File: src/rtl/ace_snoop_responder.sv
// ----------------------------------------------------------------------------
// ace_snoop_responder
//
// Purpose:
//   Cache-side endpoint of the ACE snoop channels for one core. It accepts one
//   snoop at a time on AC and issues a single lookup/state-change request to the
//   data cache. It then returns the snoop response on CR and, when the response
//   carries DataTransfer, the full line on CD as Beats wrapping beats that start
//   at the beat addressed by the snoop.
//
// Ports:
//   clk_i, rst_i         clock, synchronous active-high reset
//   ac_valid_i/ready_o   snoop address handshake; ac_addr_i, ac_snoop_i payload
//   cr_valid_o/ready_i   snoop response handshake; cr_resp_o =
//                        {WasUnique,IsShared,PassDirty,Error,DataTransfer}
//   cd_valid_o/ready_i   snoop data handshake; cd_data_o beat, cd_last_o
//   lk_req_o/gnt_i       cache lookup request; lk_addr_o line address, lk_op_o
//                        0 KEEP / 1 SHARE / 2 INVALIDATE
//   lk_rvalid_i          one-cycle lookup result with lk_hit_i, lk_dirty_i,
//                        lk_shared_i, lk_data_i (state/data before the op)
// ----------------------------------------------------------------------------
module ace_snoop_responder #(
    parameter int AddrWidth = 64,
    parameter int DataWidth = 64,
    parameter int LineWidth = 128
) (
    input  logic                 clk_i,
    input  logic                 rst_i,
    input  logic                 ac_valid_i,
    output logic                 ac_ready_o,
    input  logic [AddrWidth-1:0] ac_addr_i,
    input  logic [3:0]           ac_snoop_i,
    output logic                 cr_valid_o,
    input  logic                 cr_ready_i,
    output logic [4:0]           cr_resp_o,
    output logic                 cd_valid_o,
    input  logic                 cd_ready_i,
    output logic [DataWidth-1:0] cd_data_o,
    output logic                 cd_last_o,
    output logic                 lk_req_o,
    input  logic                 lk_gnt_i,
    output logic [AddrWidth-1:0] lk_addr_o,
    output logic [1:0]           lk_op_o,
    input  logic                 lk_rvalid_i,
    input  logic                 lk_hit_i,
    input  logic                 lk_dirty_i,
    input  logic                 lk_shared_i,
    input  logic [LineWidth-1:0] lk_data_i
);

    localparam int Beats    = LineWidth / DataWidth;
    localparam int BeatW    = $clog2(Beats);
    localparam int LineOffW = $clog2(LineWidth / 8);
    localparam int DataOffW = $clog2(DataWidth / 8);

    localparam logic [AddrWidth-1:0] LineMask = AddrWidth'(LineWidth / 8 - 1);
    localparam logic [BeatW-1:0]     LastCnt  = BeatW'(Beats - 1);

    localparam logic [1:0] OP_KEEP  = 2'd0;
    localparam logic [1:0] OP_SHARE = 2'd1;
    localparam logic [1:0] OP_INVAL = 2'd2;

    localparam logic [4:0] RESP_ERROR = 5'b00010;

    typedef enum logic [2:0] {
        S_IDLE   = 3'd0,
        S_LOOKUP = 3'd1,
        S_WAIT   = 3'd2,
        S_RESP   = 3'd3,
        S_DATA   = 3'd4
    } state_t;

    // ------------------------------------------------------------------------
    // Snoop code decode helpers
    // ------------------------------------------------------------------------
    function automatic logic snoop_supported(input logic [3:0] code);
        case (code)
            4'b0000, 4'b0001, 4'b0010, 4'b0011,
            4'b0111, 4'b1001, 4'b1000, 4'b1101: return 1'b1;
            default:                            return 1'b0;
        endcase
    endfunction

    function automatic logic [1:0] snoop_op(input logic [3:0] code);
        case (code)
            4'b0000:                            return OP_KEEP;
            4'b0001, 4'b0010, 4'b0011, 4'b1000: return OP_SHARE;
            4'b0111, 4'b1001, 4'b1101:          return OP_INVAL;
            default:                            return OP_KEEP;
        endcase
    endfunction

    // Response bits {WU,IS,PD,Error,DT}; a miss answers all-zero.
    function automatic logic [4:0] snoop_resp(input logic [3:0] code,
                                              input logic       hit,
                                              input logic       dirty,
                                              input logic       shared);
        logic wu;
        wu = ~shared;
        if (!hit) begin
            return 5'b00000;
        end else begin
            case (code)
                4'b0000:                   return {wu, 1'b1, 1'b0,  1'b0, 1'b1};
                4'b0001, 4'b0010, 4'b0011: return {wu, 1'b1, dirty, 1'b0, 1'b1};
                4'b0111:                   return {wu, 1'b0, dirty, 1'b0, 1'b1};
                4'b1001:                   return {wu, 1'b0, dirty, 1'b0, dirty};
                4'b1000:                   return {wu, 1'b1, dirty, 1'b0, dirty};
                4'b1101:                   return {wu, 1'b0, 1'b0,  1'b0, 1'b0};
                default:                   return RESP_ERROR;
            endcase
        end
    endfunction

    // ------------------------------------------------------------------------
    // Registers and wires
    // ------------------------------------------------------------------------
    state_t                 r_state;
    state_t                 w_next_state;

    logic [3:0]             r_snoop;
    logic [BeatW-1:0]       r_start;
    logic [BeatW-1:0]       r_beat;
    logic [BeatW-1:0]       r_cnt;
    logic [LineWidth-1:0]   r_line;

    logic                   r_ac_ready;
    logic                   r_cr_valid;
    logic [4:0]             r_cr_resp;
    logic                   r_cd_valid;
    logic [DataWidth-1:0]   r_cd_data;
    logic                   r_cd_last;
    logic                   r_lk_req;
    logic [AddrWidth-1:0]   r_lk_addr;
    logic [1:0]             r_lk_op;

    logic                   w_ac_hs;
    logic [BeatW-1:0]       w_sel;
    logic [BeatW-1:0]       w_nxt_beat;
    logic [BeatW-1:0]       w_nxt_cnt;
    logic [4:0]             w_nxt_cr_resp;
    logic [DataWidth-1:0]   w_nxt_cd_data;
    logic                   w_nxt_cd_last;
    logic [AddrWidth-1:0]   w_nxt_lk_addr;
    logic [1:0]             w_nxt_lk_op;

    // ac_ready_o is only ever high in IDLE, so this is the AC handshake.
    assign w_ac_hs = ac_valid_i & r_ac_ready;

    // State register.
    always_ff @(posedge clk_i) begin
        if (rst_i) begin
            r_state <= S_IDLE;
        end else begin
            r_state <= w_next_state;
        end
    end

    // Next-state logic.
    always_comb begin
        w_next_state = r_state;
        case (r_state)
            S_IDLE: begin
                if (w_ac_hs) begin
                    if (snoop_supported(ac_snoop_i)) begin
                        w_next_state = S_LOOKUP;
                    end else begin
                        w_next_state = S_RESP;
                    end
                end else begin
                    w_next_state = S_IDLE;
                end
            end
            S_LOOKUP: begin
                if (lk_gnt_i) begin
                    w_next_state = S_WAIT;
                end else begin
                    w_next_state = S_LOOKUP;
                end
            end
            S_WAIT: begin
                if (lk_rvalid_i) begin
                    w_next_state = S_RESP;
                end else begin
                    w_next_state = S_WAIT;
                end
            end
            S_RESP: begin
                if (cr_ready_i) begin
                    if (r_cr_resp[0]) begin
                        w_next_state = S_DATA;
                    end else begin
                        w_next_state = S_IDLE;
                    end
                end else begin
                    w_next_state = S_RESP;
                end
            end
            S_DATA: begin
                if (cd_ready_i && r_cd_last) begin
                    w_next_state = S_IDLE;
                end else begin
                    w_next_state = S_DATA;
                end
            end
            default: begin
                w_next_state = S_IDLE;
            end
        endcase
    end

    // Next values of the registered outputs and the beat counters.
    always_comb begin
        w_sel         = r_beat;
        w_nxt_beat    = r_beat;
        w_nxt_cnt     = r_cnt;
        w_nxt_cr_resp = r_cr_resp;
        w_nxt_cd_data = r_cd_data;
        w_nxt_cd_last = r_cd_last;
        w_nxt_lk_addr = r_lk_addr;
        w_nxt_lk_op   = r_lk_op;

        if (w_ac_hs) begin
            w_nxt_lk_addr = ac_addr_i & ~LineMask;
            w_nxt_lk_op   = snoop_op(ac_snoop_i);
            if (snoop_supported(ac_snoop_i)) begin
                w_nxt_cr_resp = r_cr_resp;
            end else begin
                w_nxt_cr_resp = RESP_ERROR;
            end
        end else if (r_state == S_WAIT && lk_rvalid_i) begin
            w_nxt_cr_resp = snoop_resp(r_snoop, lk_hit_i, lk_dirty_i, lk_shared_i);
        end else begin
            w_nxt_cr_resp = r_cr_resp;
        end

        // First beat is the critical one addressed by the snoop; the line then
        // wraps through the remaining beats.
        if (r_state == S_RESP && cr_ready_i && r_cr_resp[0]) begin
            w_sel         = r_start;
            w_nxt_beat    = r_start;
            w_nxt_cnt     = {BeatW{1'b0}};
            w_nxt_cd_data = r_line[int'(w_sel) * DataWidth +: DataWidth];
            w_nxt_cd_last = 1'b0;
        end else if (r_state == S_DATA && cd_ready_i) begin
            if (r_cd_last) begin
                w_nxt_cd_last = 1'b0;
            end else begin
                w_sel         = r_beat + BeatW'(1'b1);
                w_nxt_beat    = w_sel;
                w_nxt_cnt     = r_cnt + BeatW'(1'b1);
                w_nxt_cd_data = r_line[int'(w_sel) * DataWidth +: DataWidth];
                w_nxt_cd_last = (w_nxt_cnt == LastCnt);
            end
        end else begin
            w_nxt_cd_last = r_cd_last;
        end
    end

    // Output registers: handshake flags follow the next state so every
    // output is a flop and all of them clear on reset.
    always_ff @(posedge clk_i) begin
        if (rst_i) begin
            r_ac_ready <= 1'b0;
            r_cr_valid <= 1'b0;
            r_cr_resp  <= 5'b00000;
            r_cd_valid <= 1'b0;
            r_cd_data  <= {DataWidth{1'b0}};
            r_cd_last  <= 1'b0;
            r_lk_req   <= 1'b0;
            r_lk_addr  <= {AddrWidth{1'b0}};
            r_lk_op    <= 2'd0;
            r_beat     <= {BeatW{1'b0}};
            r_cnt      <= {BeatW{1'b0}};
        end else begin
            r_ac_ready <= (w_next_state == S_IDLE);
            r_cr_valid <= (w_next_state == S_RESP);
            r_cr_resp  <= w_nxt_cr_resp;
            r_cd_valid <= (w_next_state == S_DATA);
            r_cd_data  <= w_nxt_cd_data;
            r_cd_last  <= w_nxt_cd_last;
            r_lk_req   <= (w_next_state == S_LOOKUP);
            r_lk_addr  <= w_nxt_lk_addr;
            r_lk_op    <= w_nxt_lk_op;
            r_beat     <= w_nxt_beat;
            r_cnt      <= w_nxt_cnt;
        end
    end

    // Snoop context and line capture.
    always_ff @(posedge clk_i) begin
        if (rst_i) begin
            r_snoop <= 4'b0000;
            r_start <= {BeatW{1'b0}};
            r_line  <= {LineWidth{1'b0}};
        end else begin
            if (w_ac_hs) begin
                r_snoop <= ac_snoop_i;
                r_start <= ac_addr_i[LineOffW-1:DataOffW];
            end else begin
                r_snoop <= r_snoop;
                r_start <= r_start;
            end
            if (r_state == S_WAIT && lk_rvalid_i) begin
                r_line <= lk_data_i;
            end else begin
                r_line <= r_line;
            end
        end
    end

    assign ac_ready_o = r_ac_ready;
    assign cr_valid_o = r_cr_valid;
    assign cr_resp_o  = r_cr_resp;
    assign cd_valid_o = r_cd_valid;
    assign cd_data_o  = r_cd_data;
    assign cd_last_o  = r_cd_last;
    assign lk_req_o   = r_lk_req;
    assign lk_addr_o  = r_lk_addr;
    assign lk_op_o    = r_lk_op;

endmodule

File: config.mk
export PLATFORM = sky130hd
export DESIGN_NAME = ace_snoop_responder
export DESIGN_NICKNAME = d
export VERILOG_FILES = /design/src/rtl/ace_snoop_responder.sv
export SDC_FILE = /design/constraint.sdc
export NUM_CORES = 1
export LEC_CHECK = 0
export CAP_MARGIN = 20
export CORE_MARGIN = 5
export CORE_UTILIZATION = 35
export CTS_CLUSTER_DIAMETER = 150
export DETAILED_ROUTE_END_ITERATION = 8
export SYNTH_ARGS = -nofsm -noshare
export SYNTH_HDL_FRONTEND = slang
export SYNTH_SLANG_ARGS = --single-unit
File: constraint.sdc
create_clock -name clk_i -period 3.5 [get_ports clk_i]
set_clock_uncertainty 0.2 [all_clocks]
set_input_delay 1.05 -clock clk_i [delete_from_list [all_inputs] [get_ports clk_i]]
set_output_delay 1.05 -clock clk_i [all_outputs]
set_load 0.1 [all_outputs]
==> flow_metrics.env, run 1 <==
export IMPL_rr_startpoint="r_state[1]"
export IMPL_clock_latency_ns=0.55
export IMPL_r2r_end="cd_data_o[34]"
export IMPL_rows=62
export IMPL_crit_cells=7
export IMPL_fin_crit_ns=2.85
export IMPL_hold_buffers=0
export IMPL_cap_violations=0
export IMPL_route_vias_total=9196
export IMPL_crit_type="input port to flip-flop"
export IMPL_fillCellCount=2768
export IMPL_r2r_slack_ns=0.98
export IMPL_crit_path_end="cd_data_o[34]"
export IMPL_critPathTopFamily="buffers and inverters"
export IMPL_slowest_delay_ns=0.63
export IMPL_io_pins=346
export IMPL_seqPwrFrac_pct=40.7
export IMPL_die_h_microns=181
export IMPL_root_buffer="clkbuf_16"
export IMPL_grt_pass1_wl_mm=48.9
export IMPL_synth_yosys_warnings=0
export IMPL_worstPathArrival_ns=3.14
export IMPL_slew_headroom_pct=31.7
export IMPL_synth_top_cell_by_area="dfxtp_1"
export IMPL_max_freq_ghz=0.350
export IMPL_crit_chain="clkdlybuf4s50_1, nand4bb_1, buf_4, nor3_2, a21oi_4, buf_12, o221a_1"
export IMPL_cts_buffers=30
export IMPL_path_max_fanout=43
export IMPL_cts_sinks=274
export IMPL_ir_drop_uv=412
export IMPL_postSynth_asyncResetShare_pct=0
export IMPL_grt_usage_pct=17.9
export IMPL_path_buf_inv=3
export IMPL_layout_common_cells="nand2_1 (392), dfxtp_1 (274), a21oi_1 (261)"
export IMPL_post_cts_resized=0
export IMPL_antenna_found_initial=0
export IMPL_slew_viol_final=0
export IMPL_setup_viol=0
export IMPL_cp_end_kind="flip-flop"
export IMPL_dpl_hpwl_mm=20.8
export IMPL_diodes=0
export IMPL_ys_top_cells_by_area="dfxtp_1 (54%), nand2_1 (14%), a21oi_1 (13%)"
export IMPL_sw_frac_of_total_pct=32.0
export IMPL_synth_cell_types=47
export IMPL_reg2regPathDepth=6
export IMPL_worstSetupStartpointType="input port"
export IMPL_grt_ovfl_total=0
export IMPL_grt_max_degree=129
export IMPL_p_sw_mw=2.79
export IMPL_ys_seq_area_share_pct=53.5
export IMPL_required_ns=3.79
export IMPL_outcome="completed"
export IMPL_power_leakage_nw=5.32
export IMPL_die_x_microns=181
export IMPL_cts_setup_buffers=0
export IMPL_drt_first_pass_iters=5
export IMPL_die_area_sq_um=32800
export IMPL_drtIter0Drc=504
export IMPL_power_frac_comb_pct=22.3
export IMPL_remaining_drc_errors=0
export IMPL_crit_start="cd_ready_i"
export IMPL_finalWorstSetupSlack_ns=0.647
export IMPL_timing_final_crit_share_pct=81.5
export IMPL_ys_ff_latch=274
export IMPL_start_util_pct=35.6
export IMPL_final_common_cell="nand2_1"
export IMPL_cellPowerDensity_nw_per_um2=598
export IMPL_first_global_vias=8885
export IMPL_cts_clk_slew_worst_paths_ns=0.06
export IMPL_cts_tree="built"
export IMPL_drive_gt1_share_pct=16.0
export IMPL_clock_path_buffers=3
export IMPL_synth_edf_count=0
export IMPL_synth_ff_type="dfxtp_1"
export IMPL_port_buffers=338
export IMPL_worst_pin_slew_ns=1.02
export IMPL_ant_nets=0
export IMPL_hold_path_class="flip-flop to flip-flop"
export IMPL_rsz0062_at_grt="no"
export IMPL_coreArea_sq_um=28800
export IMPL_fin_nets=1717
export IMPL_crit_slowest_cell="a21oi_4"
export IMPL_netlist_instances=1221
export IMPL_p_clk_share_pct=37.0
export IMPL_internal_power_mw=5.93
export IMPL_avgSynthCellArea_sq_um=8.40
export IMPL_post_place_ws_ns=0.0940
export IMPL_vias_per_cell=4.79
export IMPL_htreeDepth=1
export IMPL_synth_top_area_share_pct=53.5
export IMPL_wl_mm=31.6
export IMPL_wire_per_inst_microns=16.5
export IMPL_layout_area_overhead_vs_synth_pct=42.2
export IMPL_place_congestion=0.755
export IMPL_fin_tns_setup_ns=0
export IMPL_synth_area_sq_um=10300
export IMPL_hold_viol_final=0
Yosys cell counts, drive strengths merged (2+ instances only):
cell type and instances:
and2 3, nor3 5, o221a 64, and4b 2
o21ai 8, nand2 393, a31oi 2, nor2 9
nand3 2, a211oi 4, nor3b 3, inv 67
clkbuf 40, a2bb2oi 2, o2bb2ai 2, nand2b 3
nand4bb 2, dfxtp 274, buf 57, nor4b 2
a21oi 262
cell type report:
cell class	instances	area [sq um]	share of cell area, %
well taps	384	480	3.30
inverters	67	251	1.73
clock buffers	44	913	6.27
flip-flops and latches	274	5490	37.6
multi-input cells	786	4040	27.7
clock inverters	12	128	0.876
repair buffers	352	3280	22.5
state kept, by name, indices dropped and copies added (netlist names), 2 cells and up:
register   cells
r_line       128
cd_data_o     64
lk_addr_o     60
cr_resp_o      5
r_snoop        4
r_state        3
lk_op_o        2
worst min-delay path by stage:
stage	from	end	slack (ns)	depth (start not counted)
4_1_cts	lk_addr_o[26]	lk_addr_o[26]	0.26	2
6_report	lk_addr_o[26]	lk_addr_o[26]	0.25	2
3_5_place_dp	r_line[0]	r_line[0]	0.25	2
5_1_grt	r_line[10]	r_line[10]	0.27	2
3_3_place_gp	r_line[100]	r_line[100]	0.24	2
2_1_floorplan	r_line[108]	r_line[108]	0.24	2
tightest hold or removal path, cell delays in order, from the launching register on:
cell	delay (ns)
dfxtp_1	0.31
nand2_1	0.05
a21oi_1	0.05
cell families (layout without fill, tap and decap cells):
family          count (synthesis)  count (layout)  share of synthesized area [%]
simple gates                  427             427                           16.6
buf+inv                       164             475                           7.58
mux                             1               1                         0.0976
xor+xnor                        1               1                         0.0854
compound gates                353             353                           22.1
other cells                     1               4                         0.0366
flops                         274             274                           53.5
power groups by stage:
stage	registers (mW)	logic, mW	clock network (mW)
floorplan	4.26	0.694	0
finish	3.55	1.94	3.23
global placement	3.60	1.95	0
CTS	3.55	1.96	3.33
detailed placement	3.62	1.96	0
global route	3.58	2.08	3.44
routing by layer:
| metal | part of all wire (%) | up-vias | wire length, microns | global-route usage (%) |
|---|---|---|---|---|
| met5 | 0 | - | 0 | 0 |
| met4 | 2.2 | 0 | 687 | 4.08 |
| met3 | 8.5 | 40 | 2680 | 6.07 |
| met2 | 45 | 303 | 14100 | 28.0 |
| met1 | 45 | 4208 | 14100 | 23.9 |
| li1 | - | 4645 | - | - |
metrics by stage:
stage / hold WS (ns) / std cells / util, % / instance area (sq um) / power [mW]
final: 0.254 / 1919 / 50.6 / 14600 / 8.72
after global placement: 0.242 / 1863 / 47.0 / 13500 / 5.56
after global routing: 0.270 / 1919 / 50.6 / 14600 / 9.11
after floorplan: 0.236 / 1224 / - / 10300 / 4.95
after CTS: 0.255 / 1919 / 50.6 / 14600 / 8.84
after detailed placement: 0.247 / 1863 / 47.0 / 13500 / 5.58
Power figures use the tool's default switching activity.
==> run 2: changes to the inputs <==
--- a/config.mk
+++ b/config.mk
@@ -10,6 +10,7 @@
 export CORE_UTILIZATION = 35
 export CTS_CLUSTER_DIAMETER = 150
 export DETAILED_ROUTE_END_ITERATION = 8
+export PLACE_DENSITY = 0.67
 export SYNTH_ARGS = -nofsm -noshare
 export SYNTH_HDL_FRONTEND = slang
 export SYNTH_SLANG_ARGS = --single-unit
==> constraint.sdc (replaced) <==
create_clock -name clk_i -period 2.3 [get_ports clk_i]
set_clock_uncertainty 0.2 [all_clocks]
set_input_delay 0.69 -clock clk_i [delete_from_list [all_inputs] [get_ports clk_i]]
set_output_delay 0.69 -clock clk_i [all_outputs]
set_load 0.1 [all_outputs]
==> flow_metrics.env, run 2 (same netlist as run 1, synthesis figures left out) <==
export IMPL_layout_common_cells="nand2_1 (392), dfxtp_1 (273), a21oi_1 (261)"
export IMPL_grt_usage_pct=18.8
export IMPL_fillCellCount=2421
export IMPL_layout_area_overhead_vs_synth_pct=63.9
export IMPL_vias_per_cell=4.86
export IMPL_drt_first_pass_iters=5
export IMPL_worstPathArrival_ns=1.28
export IMPL_path_max_fanout=5
export IMPL_final_common_cell="nand2_1"
export IMPL_htreeDepth=1
export IMPL_hold_path_class="input port to flip-flop"
export IMPL_crit_type="flip-flop to output port"
export IMPL_instances_no_fill=1966
export IMPL_drtIter0Drc=592
export IMPL_cts_tree="built"
export IMPL_crit_start="cr_resp_o[0]"
export IMPL_rows=62
export IMPL_critPathTopFamily="flip-flops"
export IMPL_cts_clk_slew_worst_paths_ns=0.06
export IMPL_cp_end_kind="output port"
export IMPL_cts_buffers=29
export IMPL_io_pins=346
export IMPL_max_freq_ghz=0.462
export IMPL_clock_path_buffers=3
export IMPL_route_vias_total=9554
export IMPL_first_global_vias=9478
export IMPL_register_area_sq_um=5490
export IMPL_place_congestion=0.780
export IMPL_finish_instance_area_sq_um=16800
export IMPL_fin_crit_ns=2.17
export IMPL_cap_violations=0
export IMPL_die_x_microns=181
export IMPL_start_util_pct=35.6
export IMPL_grt_ovfl_total=0
export IMPL_cts_sinks=274
export IMPL_cellPowerDensity_nw_per_um2=842
export IMPL_path_buf_inv=1
export IMPL_root_buffer="clkbuf_16"
export IMPL_grt_pass1_wl_mm=50.9
export IMPL_min_delay_start="rst_i"
export IMPL_hold_viol_final=0
export IMPL_die_area_sq_um=32800
export IMPL_holdWs_ns=0.253
export IMPL_hold_buffers=0
export IMPL_die_h_microns=181
export IMPL_grt_max_degree=67
export IMPL_ant_nets=0
export IMPL_wire_per_inst_microns=16.5
export IMPL_power_leakage_nw=5.97
export IMPL_rr_startpoint="r_state[0]"
export IMPL_crit_slowest_cell="dfxtp_1"
export IMPL_drive_gt1_share_pct=18.4
export IMPL_worst_pin_slew_ns=0.486
export IMPL_dpl_hpwl_mm=23.4
export IMPL_fin_nets=1765
export IMPL_crit_chain="buf_12"
export IMPL_remaining_drc_errors=0
export IMPL_dp_cells=1912
export IMPL_placed_area_sq_um=15700
export IMPL_port_buffers=338
export IMPL_multiInputGateArea_sq_um=4040
export IMPL_clock_latency_ns=0.54
export IMPL_rsz0062_at_grt="no"
export IMPL_timing_final_crit_share_pct=94.2
export IMPL_wl_mm=32.4
export IMPL_outcome="completed"
export IMPL_slew_viol_final=0
export IMPL_largest_register="r_line"
export IMPL_worstSetupStartpointType="flip-flop"
export IMPL_antenna_found_initial=1
export IMPL_slew_headroom_pct=67.1
export IMPL_post_route_util_pct=58.4
export IMPL_slowest_delay_ns=0.51
export IMPL_diodes=0
export IMPL_required_ns=1.41
export IMPL_coreArea_sq_um=28800
export IMPL_largest_register_ffs=128
export IMPL_ir_drop_uv=713
export IMPL_setup_viol=0
-- run 2: changes by cell type in the layout (fill, tap and decap cells not counted), moves of 2 or more --
cell	previous run	this run
clkinv_2	7	4
buf_4	140	42
clkbuf_1	3	5
clkbuf_8	12	4
clkinvlp_4	1	5
bufinv_16	2	7
buf_12	10	157
-- run 2: worst paths after layout --
check                  endpoint  slack, ns  cells after the start
hold reg to reg      r_line[57]       0.25                      2
hold / removal        cd_last_o       0.25                      2
setup reg to reg  cd_data_o[17]       0.46                      6
setup / recovery   cr_resp_o[0]       0.13                      1
-- run 2: repair_timing --
item                       4_1_cts  5_1_grt
resized for setup                0        1
setup endpoints to repair        0        1
buffers inserted                 0        0
-- run 2: per-layer routing --
metal	up-vias	GRT usage (%)	wire [microns]
met5	-	0	18
met4	2	3.99	587
met3	41	7.12	3160
met2	333	32.0	15500
met1	4426	22.6	13200
li1	4752	-	-
-- run 2: area by class of cell --
cell class / count / share of cell area [%]
Inverter: 67 / 1.50
Clock buffer: 37 / 4.68
Clock inverter: 17 / 1.65
Sequential cell: 274 / 32.7
Timing Repair Buffer: 401 / 32.6
Multi-Input combinational cell: 786 / 24.0
Tap cell: 384 / 2.86
-- run 2: power breakdown --
| part | total [mW] | internal (mW) | switching, mW |
|---|---|---|---|
| Clock | 5.14 | 3.20 | 1.94 |
| Combinational | 3.55 | 1.42 | 2.13 |
| Sequential | 5.47 | 5.15 | 0.314 |
| Total | 14.2 | 9.78 | 4.38 |
-- run 2: through the flow --
step / worst slack (ns) / setup TNS [ns] / total power [mW]
6_report: 0.134 / 0 / 14.2
5_1_grt: 0.0408 / 0 / 14.8
4_1_cts: 0.0163 / 0 / 14.3
3_5_place_dp: -0.403 / -38.33 / 9.13
3_3_place_gp: -0.377 / -33.50 / 9.08
2_1_floorplan: 0.0125 / 0 / 7.53
==> run 3: changes to the inputs <==
--- a/config.mk
+++ b/config.mk
@@ -9,7 +9,9 @@
 export CORE_MARGIN = 5
 export CORE_UTILIZATION = 35
 export CTS_CLUSTER_DIAMETER = 150
+export CTS_CLUSTER_SIZE = 40
 export DETAILED_ROUTE_END_ITERATION = 8
+export HOLD_SLACK_MARGIN = 0.12
 export PLACE_DENSITY = 0.67
 export SYNTH_ARGS = -nofsm -noshare
 export SYNTH_HDL_FRONTEND = slang
==> flow_metrics.env, run 3 (same netlist as run 1, synthesis figures left out) <==
export IMPL_outcome="completed"
export IMPL_vias_per_cell=4.85
export IMPL_crit_slowest_cell="dfxtp_1"
export IMPL_fin_nets=1746
export IMPL_post_cts_resized=0
export IMPL_worstSetupStartpointType="flip-flop"
export IMPL_hold_path_class="flip-flop to flip-flop"
export IMPL_rows=62
export IMPL_die_x_microns=181
export IMPL_wl_mm=31.5
export IMPL_holdWs_ns=0.264
export IMPL_first_global_vias=9204
export IMPL_cts_clk_slew_worst_paths_ns=0.13
export IMPL_largest_register="r_line"
export IMPL_max_freq_ghz=0.454
export IMPL_layout_common_cells="nand2_1 (392), dfxtp_1 (274), a21oi_1 (261)"
export IMPL_grt_pass1_wl_mm=49.5
export IMPL_dpl_hpwl_mm=23.4
export IMPL_remaining_drc_errors=0
export IMPL_hold_viol_final=0
export IMPL_ant_nets=0
export IMPL_worstPathArrival_ns=1.31
export IMPL_crit_type="flip-flop to output port"
export IMPL_timing_final_crit_share_pct=95.8
export IMPL_rsz0062_at_grt="no"
export IMPL_antenna_found_initial=0
export IMPL_cap_violations=0
export IMPL_power_leakage_nw=5.62
export IMPL_crit_chain="buf_12"
export IMPL_die_area_sq_um=32800
export IMPL_grt_usage_pct=18.2
export IMPL_cts_tree="built"
export IMPL_fillCellCount=2501
export IMPL_clock_latency_ns=0.48
export IMPL_wire_per_inst_microns=16.4
export IMPL_clock_path_buffers=3
export IMPL_cts_buffers=10
export IMPL_cts_sinks=274
export IMPL_io_pins=346
export IMPL_grt_max_degree=67
export IMPL_cp_end_kind="output port"
export IMPL_finish_instance_area_sq_um=16100
export IMPL_critPathTopFamily="flip-flops"
export IMPL_port_buffers=338
export IMPL_diodes=0
export IMPL_slowest_delay_ns=0.60
export IMPL_coreArea_sq_um=28800
export IMPL_start_util_pct=35.6
export IMPL_post_route_util_pct=55.8
export IMPL_die_h_microns=181
export IMPL_path_max_fanout=8
export IMPL_hold_buffers=0
export IMPL_root_buffer="clkbuf_16"
export IMPL_fin_crit_ns=2.20
export IMPL_required_ns=1.41
export IMPL_route_vias_total=9336
export IMPL_layout_area_overhead_vs_synth_pct=56.6
export IMPL_cts_setup_buffers=0
export IMPL_drt_first_pass_iters=5
export IMPL_largest_register_ffs=128
export IMPL_drtIter0Drc=525
export IMPL_drive_gt1_share_pct=16.5
export IMPL_ir_drop_uv=500
export IMPL_final_common_cell="nand2_1"
export IMPL_path_buf_inv=1
export IMPL_slew_viol_final=0
export IMPL_placed_area_sq_um=15700
export IMPL_cellPowerDensity_nw_per_um2=711
export IMPL_setup_viol=0
export IMPL_grt_ovfl_total=0
export IMPL_place_congestion=0.780
export IMPL_htreeDepth=1
==> run 3: cell type report <==
| cell class | count | area, sq um | share of cell area (%) |
|---|---|---|---|
| clock buffers | 12 | 289 | 1.80 |
| clock inverters | 1 | 30.0 | 0.187 |
| inverters | 67 | 251 | 1.57 |
| multi-input cells | 786 | 4040 | 25.1 |
| flip-flops and latches | 274 | 5490 | 34.2 |
| well taps | 384 | 480 | 2.99 |
| repair buffers | 401 | 5480 | 34.1 |
==> run 3: path summary, 6_finish.rpt <==
check | slack (ns) | startpoint | endpoint | cells past startpoint
max reg2reg | 0.44 | r_state[0] | cd_data_o[17] | 6
min | 0.26 | r_line[120] | r_line[120] | 2
max | 0.1 | cd_last_o | cd_last_o | 1
min reg2reg | 0.26 | r_line[120] | r_line[120] | 2
==> run 3: layer usage <==
metal  wire length (microns)  global-route usage [%]  vias up
li1                        -                       -     4683
met1                   13000                    22.3     4322
met2                   15000                    31.1      309
met3                    2970                    6.66       22
met4                     558                    3.24        0
met5                       0                       0        -
==> run 3: power breakdown <==
group	leakage, nW	switching [mW]	internal (mW)	total, mW
clock	0.157	1.40	1.02	2.42
combinational	3.24	2.12	1.42	3.54
sequential	2.22	0.312	5.15	5.46
==> run 3: metrics by stage <==
stage          setup TNS [ns]  power [mW]  setup WS (ns)  instances
2_1_floorplan               0        7.53         0.0125       1224
3_3_place_gp           -33.50        9.08         -0.377       1912
3_5_place_dp           -38.33        9.13         -0.403       1912
4_1_cts                     0        11.6         0.0578       1925
5_1_grt                     0        12.0        0.00411       1925
6_report                    0        11.4         0.0958       1925
